**config.mk**
```make
export PLATFORM = sky130hd
export DESIGN_NAME = twiddle_index_2
export DESIGN_NICKNAME = d
export VERILOG_FILES = /design/src/rtl/fft_pkg.sv /design/src/rtl/twiddle_k_counter.sv /design/src/rtl/twiddle_index_2.sv
export SDC_FILE = /design/constraint.sdc
export NUM_CORES = 1
export LEC_CHECK = 0
export BUFFER_PORTS_ARGS = -buffer_cell sky130_fd_sc_hd__buf_2
export CAP_MARGIN = 20
export CORE_MARGIN = 2
export CORE_UTILIZATION = 49
export DETAILED_ROUTE_END_ITERATION = 6
export GPL_TIMING_DRIVEN = 0
export PLACE_DENSITY = 0.72
export SLEW_MARGIN = 20
export SYNTH_ARGS = -nofsm -noshare
export SYNTH_HDL_FRONTEND = slang
export SYNTH_SLANG_ARGS = --single-unit
export TNS_END_PERCENT = 100
```
**constraint.sdc**
```tcl
create_clock -name clk -period 1.9 [get_ports clk]
set_clock_uncertainty 0.1 [all_clocks]
set_input_delay 0.095 -clock clk [delete_from_list [all_inputs] [get_ports clk]]
set_output_delay 0.095 -clock clk [all_outputs]
set_load 0.03 [all_outputs]
```
**src/rtl/fft_pkg.sv**
```systemverilog
// Shared FFT constants and types used by the twiddle index path.
package fft_pkg;

    localparam int unsigned LOG2N = 8;
    localparam int unsigned TW_W  = LOG2N - 1;

    typedef logic [TW_W-1:0] tw_index_t;
    typedef logic [2:0]      stage_t;

endpackage

```
**src/rtl/twiddle_k_counter.sv**
```systemverilog
// Butterfly-group counter k for the current stage. It wraps to 0 once it
// reaches 2^stage-1, or immediately when the stage is out of range.
module twiddle_k_counter
    import fft_pkg::stage_t;
#(
    parameter int unsigned LOG2N = fft_pkg::LOG2N,
    parameter int unsigned TW_W  = fft_pkg::TW_W
) (
    input  logic            clk,
    input  logic            nrst,
    input  logic            enable,
    input  logic            clear,
    input  logic [2:0]      stage,
    output logic [TW_W-1:0] k
);

    stage_t          w_stage;
    logic            w_in_range;
    logic [TW_W:0]   w_limit;
    logic            w_wrap;
    logic [TW_W-1:0] r_k;

    // Wrap detection. The >= compare also catches a k left above the limit
    // by a stage change without a clear.
    always_comb begin
        w_stage    = stage;
        w_in_range = 32'(w_stage) < LOG2N;
        w_limit    = ((TW_W+1)'(1) << w_stage) - (TW_W+1)'(1);
        w_wrap     = !w_in_range || ({1'b0, r_k} >= w_limit);
    end

    // k register: clear wins over enable, and enable wraps at the limit.
    always_ff @(posedge clk or negedge nrst) begin
        if (!nrst) begin
            r_k <= '0;
        end else if (clear) begin
            r_k <= '0;
        end else if (enable) begin
            r_k <= w_wrap ? '0 : r_k + TW_W'(1);
        end
    end

    assign k = r_k;

endmodule

```
**src/rtl/twiddle_index_2.sv**
```systemverilog
// Twiddle ROM address generator: index = k << (LOG2N-1-stage). The address
// is forced to 0 when the stage is out of range.
module twiddle_index_2 #(
    parameter int unsigned LOG2N = fft_pkg::LOG2N,
    parameter int unsigned TW_W  = fft_pkg::TW_W
) (
    input  logic            clk,
    input  logic            nrst,
    input  logic [2:0]      stage_count_out,
    input  logic            k_enable,
    input  logic            k_clear,
    output logic [TW_W-1:0] index_val
);

    logic [TW_W-1:0] w_k;
    logic            w_in_range;
    logic [31:0]     w_shamt;

    twiddle_k_counter #(
        .LOG2N (LOG2N),
        .TW_W  (TW_W)
    ) u_k_counter (
        .clk    (clk),
        .nrst   (nrst),
        .enable (k_enable),
        .clear  (k_clear),
        .stage  (stage_count_out),
        .k      (w_k)
    );

    // Combinational shift of k by the current stage, with the out-of-range guard.
    always_comb begin
        w_in_range = 32'(stage_count_out) < LOG2N;
        w_shamt    = LOG2N - 32'd1 - 32'(stage_count_out);
        index_val  = w_in_range ? (w_k << w_shamt) : '0;
    end

endmodule

```
==> results.tsv <==
metric	value	unit
layout cells sized above 1	0.447	
Max Fanout on Critical Path	8	
gr usage total	0.249	
Sw Share	0.378	
Syn Area/Cell	8.05	sq um
main flop type after synthesis	dfrtp_1	
core area	0.00152	sq mm
Largest register FFs	7	
Syn. warnings	0	
Arr. time, crit path	2390	ps
die width	44.3	um
flops & latches, synth	7	
Tot Pwr	0.586	mW
Iter 0 DRT Violations	47	
largest net degree at the start of global routing	15	
H-tree levels	1	
commonest non-fill, non-tap cells in the layout	buf_4, nand2_1, buf_2, nor2_1, ha_1	
Clock power frac	0.237	
P_int	0.365	mW
Setup violations, final	7	
Synth Cell Area	797	sq um
crit share post-route	1.24	
WL/cell	17.9	um
slowest CP cell	or3_4	
antenna violations before repair	0	
clk sink count	7	
RSZ-0062 raised after global routing	yes	
synthesized netlist net count	115	
Worst slew margin	0.601	
Die Footprint	0.00197	sq mm
commonest non-fill, non-tap cell in the layout	buf_4	
WL final	2.65	mm
detailed-router iteration count before antenna repair	4	
Max Fclk	425	MHz
Nets	149	
Setup crit end kind	register	
Max-Cap Viols	0	
post-DP HPWL	1.40	mm
crit path time final	2350	ps
outcome	finished, violations left	
Final GP Congestion	0.817	
M2 GR Usage	0.394	
DR vias/cell	6.33	
CP Cell Sequence	clkbuf_16 > or3_4 > ha_4 > buf_6 > nor3_4 > a21oi_2 > o21a_1 > ha_1 > nand3_2 > a21oi_4 > a21oi_4 > buf_6 > a21oi_2 > o22ai_1	
CTS max path bufs	2	
first-pass GRT wire length	3.52	mm
IO buf count	12	
Remaining DRCs	0	
Placed Instance Area	945	sq um
antenna cells	0	
failing checks	setup timing	
P_sw	0.222	mW
grt peak-use layer	met2	
asr flop ratio synth	1.00	
Fin. Hold Viols	0	
Core Util, Final	0.770	
Root Buffer	clkbuf_4	
final max-slew violation count	0	
vias in the first global route	769	
Final Instance Area	0.00117	sq mm
CTS tree	built	
Syn-to-layout area delta	47.3	%
Initial Utilization	0.523	
row count	14	
global route overflow	0	
P_leak	0.537	nW
Crit Path Category	in2reg	
clock transition at the registers of the reported paths	50	ps
pre-CTS setup slack	-914	ps
sequential fraction of design power	0.314	
Num CTS Buffers	3	
maximum VDD drop	267	uV
sequential fraction of the synthesis area	0.220	
Filler cells	111	
Final ANT Viol Nets	0	
Worst-Margin Slew	597	ps
Syn Inst Count	99	
Final Hold Slack	91.4	ps
die span in y	44.3	um
io pins	14	
HP Class	in2async	
worst path required time	1940	ps
Startpoint Class	input port	
grt met1 use	0.312	
Cell Pwr Density	500	mW/mm^2
worst setup margin	-454	ps
Netlist cell types	35	
EDFF count, synth	0	
via count	937	
M3 GR Usage	0.0694	
combinational fraction of design power	0.449	
worst skew pair latency	260	ps
CP max stage delay	410	ps
-- layer usage --
metal,vias to the layer above,part of all wire,wire (um)
met4,0,0.026,68
met5,-,0,0
li1,434,-,-
met2,48,0.50,1340
met3,7,0.073,193
met1,448,0.40,1050
-- layout make-up --
class	count	area (sq um)	share of cell area
well taps	16	20.0	0.0171
multi-input cells	84	674	0.575
flip-flops and latches	7	179	0.152
repair buffers	32	234	0.199
inverters	4	15.0	0.0128
clock buffers	4	26.3	0.0224
plain buffers	1	25.0	0.0213
-- path summary, 6_finish.rpt --
check	start	endpoint	slack [ps]	depth (start not counted)
worst max register to register	u_k_counter.k[0]$_DFFE_PN0P_	u_k_counter.k[4]$_DFFE_PN0P_	-340	8
worst max-delay path	stage_count_out[0]	u_k_counter.k[4]$_DFFE_PN0P_	-450	14
max in group asynchronous	nrst	u_k_counter.k[0]$_DFFE_PN0P_	1440	2
worst min-delay path	nrst	u_k_counter.k[3]$_DFFE_PN0P_	90	2
min in group clk	k_enable	u_k_counter.k[2]$_DFFE_PN0P_	100	3
worst min register to register	u_k_counter.k[0]$_DFFE_PN0P_	u_k_counter.k[0]$_DFFE_PN0P_	490	1
-- worst max-delay path: cells and delay by family --
family / cells / cell delay [ps]
compound gates: 6 / 770
fa+ha+maj: 2 / 470
buf+inv: 3 / 390
simple gates: 3 / 670
-- through the flow --
step / TNS, ps / cells
2_1_floorplan: -4040 / 99
3_3_place_gp: -5590 / 127
3_5_place_dp: -5760 / 127
4_1_cts: -2770 / 141
5_1_grt: -3130 / 148
6_report: -2760 / 148
-- cell usage after synthesis, types with 2 or more instances --
master	count	area share
o22ai_1	3	0.024
nor2_1	10	0.047
ha_1	9	0.14
mux2_1	2	0.028
inv_1	3	0.014
o211ai_1	2	0.019
mux2i_1	5	0.063
a21oi_1	5	0.031
nand2_1	13	0.061
dfrtp_1	7	0.22
or3_1	2	0.016
nand3_1	6	0.038
o21ai_1	7	0.044
a211oi_1	2	0.019
clkbuf_1	3	0.014
-- repair_timing --
action                     in CTS  in global routing
setup buffers                  11                  8
hold buffers                    1                  0
pin swaps                      13                 12
hold endpoints to repair        7                  0
setup endpoints to repair       7                  8
gates resized for setup        10                 15
-- power groups by stage --
| stage | clock, mW | combinational [mW] | sequential, mW |
|---|---|---|---|
| detailed placement | 0 | 0.199 | 0.182 |
| finish | 0.139 | 0.264 | 0.184 |
| global placement | 0 | 0.192 | 0.183 |
| global route | 0.153 | 0.284 | 0.185 |
| CTS | 0.141 | 0.226 | 0.180 |
| floorplan | 0 | 0.155 | 0.174 |
-- kinds of logic (layout without fill, tap and decap cells) --
logic type | after synthesis | in the layout | share of synthesized area
mux | 8 | 8 | 0.105
compound gates | 28 | 28 | 0.254
xor+xnor | 2 | 2 | 0.0220
fa+ha+maj | 9 | 9 | 0.141
simple gates | 37 | 37 | 0.218
flops | 7 | 7 | 0.220
buf+inv | 8 | 41 | 0.0392
No activity file was read; power rests on OpenSTA's default activity.
